--- src/rtl/mem_arbiter_ctrl.sv ---
`default_nettype none
// ============================================================================
// Module   : mem_arbiter_ctrl
// Brief    : Byte-serial memory controller arbitrating instruction fetch and
//            load/store traffic onto a single-byte RAM/IO port. Performs
//            FETCH_BYTES fetch bursts, 1/2/4-byte loads and stores, aborts
//            speculative reads on flush and stalls IO stores on a full sink.
// Options  : RR_ARB_EN - round-robin arbitration between fetch and LSB
//            (default build: LSB has fixed priority).
// Revision : 1.0 - initial release
// ============================================================================
module mem_arbiter_ctrl #(
  parameter int         ADDR_W      = 32,
  parameter int         FETCH_BYTES = 4,
  parameter int         CNT_W       = 5,
  parameter logic [1:0] IO_HI       = 2'b11
) (
  input  logic                     clk,
  input  logic                     rst,
  input  logic                     rdy,
  input  logic                     flush,
  input  logic                     if_req,
  input  logic [ADDR_W-1:0]        if_addr,
  output logic                     if_valid,
  output logic [8*FETCH_BYTES-1:0] if_data,
  input  logic                     lsb_req,
  input  logic                     lsb_we,
  input  logic [1:0]               lsb_size,
  input  logic [ADDR_W-1:0]        lsb_addr,
  input  logic [31:0]              lsb_wdata,
  output logic                     lsb_done,
  output logic [31:0]              lsb_rdata,
  input  logic                     io_buffer_full,
  output logic [ADDR_W-1:0]        mem_a,
  output logic                     mem_wr,
  output logic [7:0]               mem_dout,
  input  logic [7:0]               mem_din,
  output logic                     busy
);

  typedef enum logic [2:0] {
    S_IDLE    = 3'd0,
    S_FETCH   = 3'd1,
    S_LOAD    = 3'd2,
    S_STORE   = 3'd3,
    S_IO_WAIT = 3'd4,
    S_DONE    = 3'd5
  } state_t;

  localparam int               c_line_w    = 8 * FETCH_BYTES;
  localparam logic [CNT_W-1:0] c_fetch_len = CNT_W'(FETCH_BYTES);
  localparam logic [CNT_W-1:0] c_one       = CNT_W'(1);

  state_t              r_state, w_state;
  logic [CNT_W-1:0]    r_cnt, w_cnt;
  logic [CNT_W-1:0]    r_len, w_len;
  logic [ADDR_W-1:0]   r_base, w_base;
  logic [31:0]         r_wdata, w_wdata;
  logic                r_is_io, w_is_io;
  logic [ADDR_W-1:0]   r_mem_a, w_mem_a;
  logic                r_mem_wr, w_mem_wr;
  logic [7:0]          r_mem_dout, w_mem_dout;
  logic                r_if_valid, w_if_valid;
  logic                r_lsb_done, w_lsb_done;
  logic [c_line_w-1:0] r_if_data, w_if_data;
  logic [31:0]         r_lsb_rdata, w_lsb_rdata;

  logic [CNT_W-1:0]    w_lsb_len;
  logic [CNT_W-1:0]    w_slot;
  logic [ADDR_W-1:0]   w_addr;
  logic [7:0]          w_store_byte;
  logic                w_pick_lsb;

  // Byte i of a burst lives at base+i; the sum wraps at the address width.
  assign w_addr = r_base + ADDR_W'(r_cnt);
  // mem_din always answers the address issued one enabled edge earlier.
  assign w_slot = r_cnt - c_one;

`ifdef RR_ARB_EN
  logic r_last_lsb;

  assign w_pick_lsb = !(if_req && r_last_lsb);

  // Remember the last winner so that a tie alternates; starts as "fetch".
  always_ff @(posedge clk or negedge rst) begin
    if (!rst) begin
      r_last_lsb <= 1'b0;
    end else if (rdy && (r_state == S_IDLE) && (w_state != S_IDLE)) begin
      r_last_lsb <= (w_state != S_FETCH);
    end
  end
`else
  assign w_pick_lsb = 1'b1;
`endif

  // Decode the requested access size; size 3 behaves like a word.
  always_comb begin
    case (lsb_size)
      2'd0:    w_lsb_len = CNT_W'(1);
      2'd1:    w_lsb_len = CNT_W'(2);
      default: w_lsb_len = CNT_W'(4);
    endcase
  end

  // Select the store byte addressed by the running byte counter.
  always_comb begin
    case (r_cnt[1:0])
      2'd0:    w_store_byte = r_wdata[7:0];
      2'd1:    w_store_byte = r_wdata[15:8];
      2'd2:    w_store_byte = r_wdata[23:16];
      default: w_store_byte = r_wdata[31:24];
    endcase
  end

  // Next-state and datapath: arbitration, byte issue and byte capture.
  always_comb begin
    w_state     = r_state;
    w_cnt       = r_cnt;
    w_len       = r_len;
    w_base      = r_base;
    w_wdata     = r_wdata;
    w_is_io     = r_is_io;
    w_mem_a     = r_mem_a;
    w_mem_wr    = 1'b0;
    w_mem_dout  = r_mem_dout;
    w_if_valid  = 1'b0;
    w_lsb_done  = 1'b0;
    w_if_data   = r_if_data;
    w_lsb_rdata = r_lsb_rdata;

    case (r_state)
      S_IDLE: begin
        if (!flush) begin
          if (lsb_req && w_pick_lsb) begin
            w_base  = lsb_addr;
            w_wdata = lsb_wdata;
            w_is_io = (lsb_addr[17:16] == IO_HI);
            w_cnt   = '0;
            if (lsb_we) begin
              w_state = S_STORE;
              w_len   = w_lsb_len;
            end else begin
              // IO reads have side effects, so only one byte is ever read.
              w_state     = S_LOAD;
              w_len       = w_is_io ? c_one : w_lsb_len;
              w_lsb_rdata = '0;
            end
          end else if (if_req) begin
            w_state = S_FETCH;
            w_base  = if_addr;
            w_len   = c_fetch_len;
            w_cnt   = '0;
          end
        end
      end

      S_FETCH, S_LOAD: begin
        if (flush) begin
          w_state = S_IDLE;
        end else begin
          if (r_cnt != '0) begin
            if (r_state == S_FETCH) begin
              for (int b = 0; b < FETCH_BYTES; b++) begin
                if (w_slot == CNT_W'(b)) w_if_data[8*b +: 8] = mem_din;
              end
            end else begin
              for (int b = 0; b < 4; b++) begin
                if (w_slot == CNT_W'(b)) w_lsb_rdata[8*b +: 8] = mem_din;
              end
            end
          end
          if (r_cnt < r_len) begin
            w_mem_a = w_addr;
            w_cnt   = r_cnt + c_one;
          end else begin
            w_state = S_DONE;
            if (r_state == S_FETCH) w_if_valid = 1'b1;
            else                    w_lsb_done = 1'b1;
          end
        end
      end

      S_STORE: begin
        if (r_cnt < r_len) begin
          if (r_is_io && io_buffer_full) begin
            w_state = S_IO_WAIT;
          end else begin
            w_mem_a    = w_addr;
            w_mem_wr   = 1'b1;
            w_mem_dout = w_store_byte;
            w_cnt      = r_cnt + c_one;
          end
        end else begin
          w_state    = S_DONE;
          w_lsb_done = 1'b1;
        end
      end

      S_IO_WAIT: begin
        if (!io_buffer_full) w_state = S_STORE;
      end

      S_DONE: begin
        w_state = S_IDLE;
      end

      default: begin
        w_state = S_IDLE;
      end
    endcase
  end

  // State register; rdy low freezes the machine.
  always_ff @(posedge clk or negedge rst) begin
    if (!rst) begin
      r_state <= S_IDLE;
    end else if (rdy) begin
      r_state <= w_state;
    end
  end

  // Datapath registers; rdy low freezes everything including mem_a.
  always_ff @(posedge clk or negedge rst) begin
    if (!rst) begin
      r_cnt       <= '0;
      r_len       <= '0;
      r_base      <= '0;
      r_wdata     <= '0;
      r_is_io     <= 1'b0;
      r_mem_a     <= '0;
      r_mem_wr    <= 1'b0;
      r_mem_dout  <= '0;
      r_if_valid  <= 1'b0;
      r_lsb_done  <= 1'b0;
      r_if_data   <= '0;
      r_lsb_rdata <= '0;
    end else if (rdy) begin
      r_cnt       <= w_cnt;
      r_len       <= w_len;
      r_base      <= w_base;
      r_wdata     <= w_wdata;
      r_is_io     <= w_is_io;
      r_mem_a     <= w_mem_a;
      r_mem_wr    <= w_mem_wr;
      r_mem_dout  <= w_mem_dout;
      r_if_valid  <= w_if_valid;
      r_lsb_done  <= w_lsb_done;
      r_if_data   <= w_if_data;
      r_lsb_rdata <= w_lsb_rdata;
    end
  end

  assign mem_a     = r_mem_a;
  // A frozen controller must never let a held write strobe repeat.
  assign mem_wr    = r_mem_wr & rdy;
  assign mem_dout  = r_mem_dout;
  assign if_valid  = r_if_valid;
  assign if_data   = r_if_data;
  assign lsb_done  = r_lsb_done;
  assign lsb_rdata = r_lsb_rdata;
  assign busy      = (r_state != S_IDLE);

endmodule
`default_nettype wire

--- config.mk ---
export PLATFORM = sky130hd
export DESIGN_NAME = mem_arbiter_ctrl
export DESIGN_NICKNAME = d
export VERILOG_FILES = /design/src/rtl/mem_arbiter_ctrl.sv
export SDC_FILE = /design/constraint.sdc
export NUM_CORES = 1
export LEC_CHECK = 0
export CORE_MARGIN = 5
export CORE_UTILIZATION = 49
export CTS_CLUSTER_SIZE = 20
export DETAILED_ROUTE_END_ITERATION = 8
export PLACE_DENSITY = 0.8
export SKIP_LAST_GASP = 1
export SLEW_MARGIN = 20
export SYNTH_ARGS = -nofsm -noshare
export SYNTH_HDL_FRONTEND = slang
export SYNTH_SLANG_ARGS = --single-unit
--- constraint.sdc ---
create_clock -name clk -period 2.7 [get_ports clk]
set_input_delay 0.54 -clock clk [delete_from_list [all_inputs] [get_ports clk]]
set_output_delay 0.54 -clock clk [all_outputs]
set_load 0.005 [all_outputs]
Word level (Yosys, flattened, before mapping)
Index checks and enable logic that the tools add are counted.

Bits in registers: 185. Output and inout port bits: 108. Word-level logic and storage cells: 134.

Add/subtract/negate cells: 3. $lt $le $gt $ge: 1. Eq/ne operators: 28. Muxes and demuxes: 54. Bitwise gates (word level): 3. Reduce and logical (&&, ||, !) cells: 26.

Operators by type and width (number): $mux W32 (12); $pmux W32 S2 (2); $mux W5 (11); $reduce_and A6 Y1 (6); $reduce_and A9 Y1 (4); $add A32 B5 Y32 (1); $mux W8 (4); $ne A2 B2 Y1 const B (14); $mux W3 (8); $pmux W8 S3 (1); $pmux W5 S3 (1); $mux W1 (12); $pmux W3 S4 (1); $reduce_and A4 Y1 (3); $eq A5 B2 Y1 const B (2); $ne A3 B3 Y1 const B (3); $reduce_and A8 Y1 (1); $eq A3 B2 Y1 const B (2); $pmux W3 S2 (1); $reduce_bool A2 Y1 (3); $reduce_bool A3 Y1 (2); $add A5 B1 Y5 const B (1); $eq A5 B1 Y1 const B (1); $logic_not A5 Y1 (1); 14 further kinds (18).

Depth between registers and ports, before layout
Gate-level depths: netlist of the first run.

Word-level depth: 7. Depth in mapped cells: 9.

Worst setup path before layout of the first run
No wires, ideal clock.

Path type: flip-flop to flip-flop. From: reg r_cnt[0]. To: reg r_mem_a[30], in the netlist mem_a[30]. Library setup time: 0.120 ns. Arrival: 2.315 ns. Required time: 2.580 ns. Path slack: 0.265 ns. Cell stages (with the launch flop): 10. Path buffers: 1. Period minus slack after synthesis: 2.435 ns. Path through: dfrtp_1 ha_1 inv_1 fa_1 nor2b_1 o2111ai_1 clkbuf_1 a2111oi_0 mux2i_1 nand2_1.

Cells in the longest elaborated chain, start to end: 4.

Ends and longest elaborated chain: start: declaration (line 55) `logic [CNT_W-1:0] r_cnt, w_cnt;`; start signal: assignment (line 238) `r_cnt <= w_cnt;`; $add A32 B5 Y32 (line 75) `assign w_addr = r_base + ADDR_W'(r_cnt);`; $mux W32, on equally long branches (line 185, 172); $mux W32, on equally long branches (line 184, 158); $pmux W32 S2 (line 131) `case (r_state)`; end signal: assignment (line 243) `r_mem_a <= w_mem_a;`; end: declaration (line 60) `logic [ADDR_W-1:0] r_mem_a, w_mem_a;`.

Several ways; a longest one is shown, not always the timed one. The select of a mux whose other input is x is not followed. A chain may end at the register's enable or synchronous reset.

Worst setup path after layout of the first run
From: reg r_cnt[0]. To: reg r_if_data[5], in the netlist if_data[5].

Cells in the longest elaborated chain, start to end: 3.

Ends and longest elaborated chain: $sub A5 B1 Y5 (line 77) `assign w_slot = r_cnt - c_one;`; $logic_not A5 Y1 (line 164) `if (w_slot == CNT_W'(b)) w_if_data[8*b +: 8] = mem_din;`; $reduce_and A6 Y1 (no source line) *; end signal: assignment (line 248) `r_if_data <= w_if_data;`; end: declaration (line 65) `logic [c_line_w-1:0] r_if_data, w_if_data;`.

Every way passes the cells marked *; elsewhere a longest branch is shown, timed or not.

==> impl_metrics.yaml, run 1 <==
run_status:
  outcome: "completed"
routing:
  vias_per_cell: 5.55
  total_iterations_of_the_first_detailed_routing_run: 5
  vias: 6827
  wire_per_inst_microns: 18.5
  detail_route.iter0.violations: 376
  drt-total-wl_microns: 22700
  drc: 0
  antenna_left: 0
sta:
  worstMarginPinSlew_ns: 0.833
  final-hold-violation-count: 0
  final_setup_margin_ns: 0.157
  timing.slew.headroom_pct: 44.5
  setup_viol_count_final: 0
  timing_max_transition_violations_final: 0
  timing.final.crit_share_pct: 94.2
  totalNegativeSetupSlack_ns: 0
  period_needed_ns: 2.54
  rsz_0062_raised_after_global_routing: "no"
  maxClockFrequency_ghz: 0.393
  hold_slack_ns: 0.116
  skew_ns: 0.0102
global_route:
  grt_start_max_net_pins: 72
  grt_overflow_total: 0
  grt.total_usage_pct: 22.7
  grt_pass1_vias: 7008
  initial_antenna_violation_count: 0
  grt_pass1_wl_microns: 36200
synth:
  synth_edf_count: 0
  async_reset_ff_share_pct: 100
  synth.mux.area_fraction_pct: 13.6
  syn-mean-instance-area_sq_um: 11.3
  synth_ff_type: "sky130_fd_sc_hd__dfrtp_1"
  synth-simple-area-share_pct: 11.3
  ys_seq_elements: 183
  netlist_area_sq_um: 8480
  synthesis.instances: 751
  number_of_distinct_library_cells_after_synthesis: 58
  synth_top_family_by_area: "compound AO/OA/AOI/OAI gates"
  synth-seq-area-share_pct: 54.0
  yosys.area_share.adder_pct: 2.15
  synth_nets: 879
  synth_xor_xnor_area_share_pct: 2.37
  ys.warnings.count: 0
  share_of_the_synthesized_area_in_compound_gates_ao_oa_aoi_oai_pct: 14.2
placed_design:
  dp_slack_ns: 0.0125
  gp_routability_congestion: 0.908
  numPortBuffers: 221
  detailedPlacementHpwl_microns: 16800
floorplan:
  die_height_microns: 142
  floorplan.rows: 48
  dieWidth_microns: 142
  boundaryPins: 222
  initial_standard_cell_utilization_of_the_core_pct: 49.6
  placeableCoreArea_sq_um: 17100
  fp.dieArea_sq_um: 20000
clock_tree:
  cts.hold.buffers_added: 0
  cts.sink_count: 183
  clock_tree.root_cell: "sky130_fd_sc_hd__clkbuf_16"
  clock_tree.htree_level_count: 4
  cts_buffer_depth: 2
  tritoncts: "built"
  cts.reportedPaths.clkPinSlew_ns: 0.07
  clk_latency_ns: 0.43
  numCtsBuffers: 17
pwr:
  p_leak_nw: 5.10
  worst_ir_drop_vdd_mv: 0.501
  power.density_cell_area_nw_per_um2: 936
final_layout:
  layout-area-overhead-vs-synth_pct: 37.9
  antennaDiodeCount: 0
  finish.utilization_pct: 68.3
  drive_above_1_share_pct: 15.7
  mostFrequentLayoutCell: "sky130_fd_sc_hd__clkdlybuf4s50_1"
  commonest_cells_after_routing_fill_and_taps_aside: "sky130_fd_sc_hd__clkdlybuf4s50_1, sky130_fd_sc_hd__dfrtp_1, sky130_fd_sc_hd__o21ai_0"
  design.final.nets: 1120
worst_setup_path:
  path_class: "reg -> reg"
  maximum_fanout_along_the_worst_path: 8
  worst_ep_arrival_time_ns: 2.86
  endpoint_kind: "register"
  critical_path.startpoint_type: "register"
  worst-endpoint-required_ns: 3.01
run:
  cap_viol_max_count: 0
worst_hold_path:
  hp-class: "in -> async"
## per-stage QoR
step / instance area (sq um) / instances / power (mW)
2_1_floorplan: 8480 / 751 / 6.52
3_3_place_gp: 11100 / 1198 / 8.45
3_5_place_dp: 11100 / 1198 / 8.61
4_1_cts: 11700 / 1229 / 11.0
5_1_grt: 11700 / 1229 / 11.7
6_report: 11700 / 1229 / 11.0
## state kept, by name, indices dropped and copies added (netlist names)
signal	cells
r_state	3
r_wdata	32
mem_dout	8
r_len	3
r_is_io	1
if_data	32
lsb_done	1
r_mem_wr	1
lsb_rdata	32
mem_a	32
r_base	32
if_valid	1
r_cnt	5
## cells in the mapped netlist, types with 3 or more instances
cell type / count / area share [%]
sky130_fd_sc_hd__ha_1: 13 / 1.9
sky130_fd_sc_hd__nand2_1: 87 / 3.8
sky130_fd_sc_hd__and3_1: 3 / 0.22
sky130_fd_sc_hd__mux2_2: 72 / 9.6
sky130_fd_sc_hd__nor2_1: 16 / 0.71
sky130_fd_sc_hd__xor2_1: 3 / 0.31
sky130_fd_sc_hd__nor3b_1: 7 / 0.62
sky130_fd_sc_hd__a222oi_1: 8 / 0.94
sky130_fd_sc_hd__nand3b_1: 4 / 0.35
sky130_fd_sc_hd__a211oi_1: 4 / 0.35
sky130_fd_sc_hd__a31oi_1: 8 / 0.59
sky130_fd_sc_hd__nor4b_1: 5 / 0.52
sky130_fd_sc_hd__or4_1: 3 / 0.27
sky130_fd_sc_hd__or2_2: 4 / 0.29
sky130_fd_sc_hd__nor4_1: 4 / 0.29
sky130_fd_sc_hd__nand4_1: 5 / 0.37
sky130_fd_sc_hd__nor3_1: 9 / 0.53
sky130_fd_sc_hd__inv_1: 18 / 0.80
sky130_fd_sc_hd__or3_1: 7 / 0.52
sky130_fd_sc_hd__xnor2_1: 20 / 2.1
sky130_fd_sc_hd__mux2i_1: 34 / 4.0
sky130_fd_sc_hd__o21ai_0: 89 / 5.2
sky130_fd_sc_hd__a21oi_1: 14 / 0.83
sky130_fd_sc_hd__a2111oi_0: 5 / 0.52
sky130_fd_sc_hd__and2_1: 6 / 0.44
sky130_fd_sc_hd__nor3b_2: 4 / 0.59
sky130_fd_sc_hd__a21o_1: 4 / 0.35
sky130_fd_sc_hd__nand3_1: 10 / 0.59
sky130_fd_sc_hd__a22o_1: 34 / 3.5
sky130_fd_sc_hd__clkbuf_1: 34 / 1.5
sky130_fd_sc_hd__dfrtp_1: 183 / 54
## critical path, cell delays in order, from the launching register on
cell and delay, ns:
sky130_fd_sc_hd__dfrtp_1 0.35, sky130_fd_sc_hd__buf_4 0.16, sky130_fd_sc_hd__inv_1 0.11, sky130_fd_sc_hd__ha_1 0.25
sky130_fd_sc_hd__a2111oi_0 0.39, sky130_fd_sc_hd__a21oi_1 0.34, sky130_fd_sc_hd__nor3b_2 0.28, sky130_fd_sc_hd__buf_4 0.21
sky130_fd_sc_hd__mux2_2 0.35
## final cells by class
| type | instances | area [sq um] |
|---|---|---|
| clock inverter | 12 | 116 |
| tap | 225 | 282 |
| inverter | 18 | 67.6 |
| sequential | 183 | 4580 |
| multi-input combinational | 514 | 3700 |
| timing repair buffer | 258 | 2500 |
| fill | 1298 | 5420 |
| clock buffer | 19 | 453 |
## cells by family after synthesis
family / Yosys count
simple gates: 186
flops: 183
mux: 106
fa+ha+maj: 14
buf+inv: 54
compound gates: 185
xor+xnor: 23
## path summary, 6_finish.rpt
kind	startpoint	endpoint	slack, ns	cells after the start
worst max-delay path	r_cnt[0]$_DFFE_PN0P_	if_data[5]$_DFFE_PN0P_	0.16	8
worst min-delay path	rst	if_data[4]$_DFFE_PN0P_	0.12	1
worst max register to register	r_cnt[0]$_DFFE_PN0P_	if_data[5]$_DFFE_PN0P_	0.16	8
worst min register to register	mem_a[0]$_DFFE_PN0P_	mem_a[0]$_DFFE_PN0P_	0.47	2
max in group asynchronous	rst	r_is_io$_DFFE_PN0P_	1.83	2
min in group clk	mem_a[0]$_DFFE_PN0P_	mem_a[0]$_DFFE_PN0P_	0.47	2
## timing repair
action	CTS	global route
gates resized for setup	0	2
buffers inserted	0	0
endpoints found under the setup margin	0	9
## routing by layer
metal | share of wire [%] | global-route usage (%)
met5 | 0 | 0
met4 | 2.3 | 8.23
met3 | 8.5 | 7.04
met2 | 49 | 37.9
met1 | 40 | 27.8
## report_power, final
group          leakage [nW]  switching [mW]  total (mW)  internal (mW)
Sequential             2.38           0.812        4.59           3.78
Combinational          2.44            1.73        3.97           2.24
Clock                 0.282            1.06        2.39           1.33
Total                  5.10            3.60        11.0           7.35
Note: power is estimated with default switching activity, not from simulation.
==> run 2: changes to the inputs <==
--- a/config.mk
+++ b/config.mk
@@ -9,9 +9,12 @@
 export CORE_UTILIZATION = 49
 export CTS_CLUSTER_SIZE = 20
 export DETAILED_ROUTE_END_ITERATION = 8
+export GPL_ROUTABILITY_DRIVEN = 0
 export PLACE_DENSITY = 0.8
+export SETUP_SLACK_MARGIN = 0.05
 export SKIP_LAST_GASP = 1
 export SLEW_MARGIN = 20
 export SYNTH_ARGS = -nofsm -noshare
 export SYNTH_HDL_FRONTEND = slang
 export SYNTH_SLANG_ARGS = --single-unit
+export TNS_END_PERCENT = 50
==> impl_metrics.yaml, run 2 (synthesis results as in run 1) <==
routing:
  total_iterations_of_the_first_detailed_routing_run: 5
  vias: 6828
  detail_route.iter0.violations: 378
  wire_per_inst_microns: 18.5
  vias_per_cell: 5.56
  drt-total-wl_microns: 22700
  antenna_left: 0
  drc: 0
floorplan:
  initial_standard_cell_utilization_of_the_core_pct: 49.6
  boundaryPins: 222
  floorplan.rows: 48
  placeableCoreArea_sq_um: 17100
  die_height_microns: 142
  fp.dieArea_sq_um: 20000
  dieWidth_microns: 142
clock_tree:
  clock_tree.htree_level_count: 4
  cts.sink_count: 183
  clk_latency_ns: 0.43
  cts.hold.buffers_added: 0
  cts_buffer_depth: 2
  tritoncts: "built"
  clock_tree.root_cell: "sky130_fd_sc_hd__clkbuf_16"
  cts.reportedPaths.clkPinSlew_ns: 0.07
  numCtsBuffers: 17
final_layout:
  layout-area-overhead-vs-synth_pct: 37.9
  commonest_cells_after_routing_fill_and_taps_aside: "sky130_fd_sc_hd__clkdlybuf4s50_1, sky130_fd_sc_hd__dfrtp_1, sky130_fd_sc_hd__o21ai_0"
  drive_above_1_share_pct: 15.8
  antennaDiodeCount: 0
  finish.utilization_pct: 68.4
  mostFrequentLayoutCell: "sky130_fd_sc_hd__clkdlybuf4s50_1"
  design.final.nets: 1120
pwr:
  power.switching_fraction_pct: 32.9
  seqPwrFrac_pct: 41.9
  power.density_cell_area_nw_per_um2: 937
  worst_ir_drop_vdd_mv: 0.502
  p_leak_nw: 5.10
  p_comb_share_pct: 36.3
  p_clk_share_pct: 21.8
  p_int_mw: 7.36
  net-switching-power_mw: 3.60
sta:
  totalNegativeSetupSlack_ns: 0
  timing.final.crit_share_pct: 93.2
  timing.slew.headroom_pct: 56.0
  skew_ns: 0.00988
  period_needed_ns: 2.52
  setup_viol_count_final: 0
  maxClockFrequency_ghz: 0.397
  final-hold-violation-count: 0
  rsz_0062_raised_after_global_routing: "yes"
  timing_max_transition_violations_final: 0
  worstMarginPinSlew_ns: 0.660
worst_setup_path:
  maximum_fanout_along_the_worst_path: 7
  critical_path.startpoint_type: "register"
  worst_ep_arrival_time_ns: 2.86
  cp_cell_sequence: "nand4_2, or4_1, or4_1, or3_1, a31oi_1"
  worst-endpoint-required_ns: 3.04
  path_class: "reg -> reg"
  endpoint_kind: "register"
  slowest_stage: "sky130_fd_sc_hd__or4_1"
  timing.critical_path.slowest_cell_delay_ns: 0.67
  cp_common_cell: "sky130_fd_sc_hd__or4_1"
run_status:
  outcome: "completed"
placed_design:
  detailedPlacementHpwl_microns: 16800
  numPortBuffers: 221
global_route:
  grt_start_max_net_pins: 72
  grt_pass1_vias: 7008
  grt_overflow_total: 0
  grt.total_usage_pct: 22.7
  initial_antenna_violation_count: 0
  grt_pass1_wl_microns: 36200
worst_hold_path:
  hp-class: "in -> async"
run:
  cap_viol_max_count: 0
run 2: cell counts in the layout (fill, tap and decap cells not counted):
Identical to the previous run, type by type.
run 2: worst max-delay path, delay by kind of cell (launching register included):
kind               cells  cell delay, ns
and+or+nand+nor        4            1.78
AOI/OAI and AO/OA      1            0.20
DFF                    1            0.46
run 2: per-stage QoR:
stage	cell area, sq um	total power, mW	hold WS, ns	std cells	worst slack (ns)
floorplan	8480	6.52	0.244	751	0.265
global placement	11100	8.45	0.459	1198	0.0551
detailed placement	11100	8.61	0.462	1198	0.0125
CTS	11700	11.0	0.130	1229	0.0894
global route	11700	11.7	0.168	1229	0.0153
finish	11700	11.0	0.116	1229	0.183
run 2: repair_timing:
| action | 4_1_cts | 5_1_grt |
|---|---|---|
| resized for setup | 0 | 4 |
| endpoints found under the setup margin | 0 | 22 |
| setup buffers | 0 | 0 |
run 2: cell type report:
class                   count  area [sq um]
repair buffers            258          2500
fillers                  1297          5410
inverters                  18          67.6
well taps                 225           282
flip-flops and latches    183          4580
clock inverters            12           116
clock buffers              19           453
multi-input cells         514          3710
run 2: routing by layer:
metal	GRT usage [%]	part of all wire (%)	up-vias
met5	0	0	-
met3	7.04	8.4	37
met2	37.9	50	237
met4	8.23	2.3	0
met1	27.8	40	3337
li1	-	-	3217
run 2: path summary, 6_finish.rpt:
path	start	endpoint	slack (ns)	cells past startpoint
worst min register to register	mem_a[0]$_DFFE_PN0P_	mem_a[0]$_DFFE_PN0P_	0.47	2
worst min-delay path	rst	if_data[4]$_DFFE_PN0P_	0.12	1
min in group clk	mem_a[0]$_DFFE_PN0P_	mem_a[0]$_DFFE_PN0P_	0.47	2
worst max-delay path	r_base[7]$_DFFE_PN0P_	mem_a[23]$_DFFE_PN0P_	0.18	5
worst max register to register	r_base[7]$_DFFE_PN0P_	mem_a[23]$_DFFE_PN0P_	0.18	5
max in group asynchronous	rst	r_is_io$_DFFE_PN0P_	1.83	2
run 2: power by group through the flow:
stage               clock network (mW)  registers [mW]  logic (mW)
floorplan                            0            4.45        2.07
global placement                     0            4.58        3.87
detailed placement                   0            4.61        4.00
CTS                               2.43            4.58        4.02
global route                      2.54            4.73        4.43
finish                            2.39            4.59        3.98
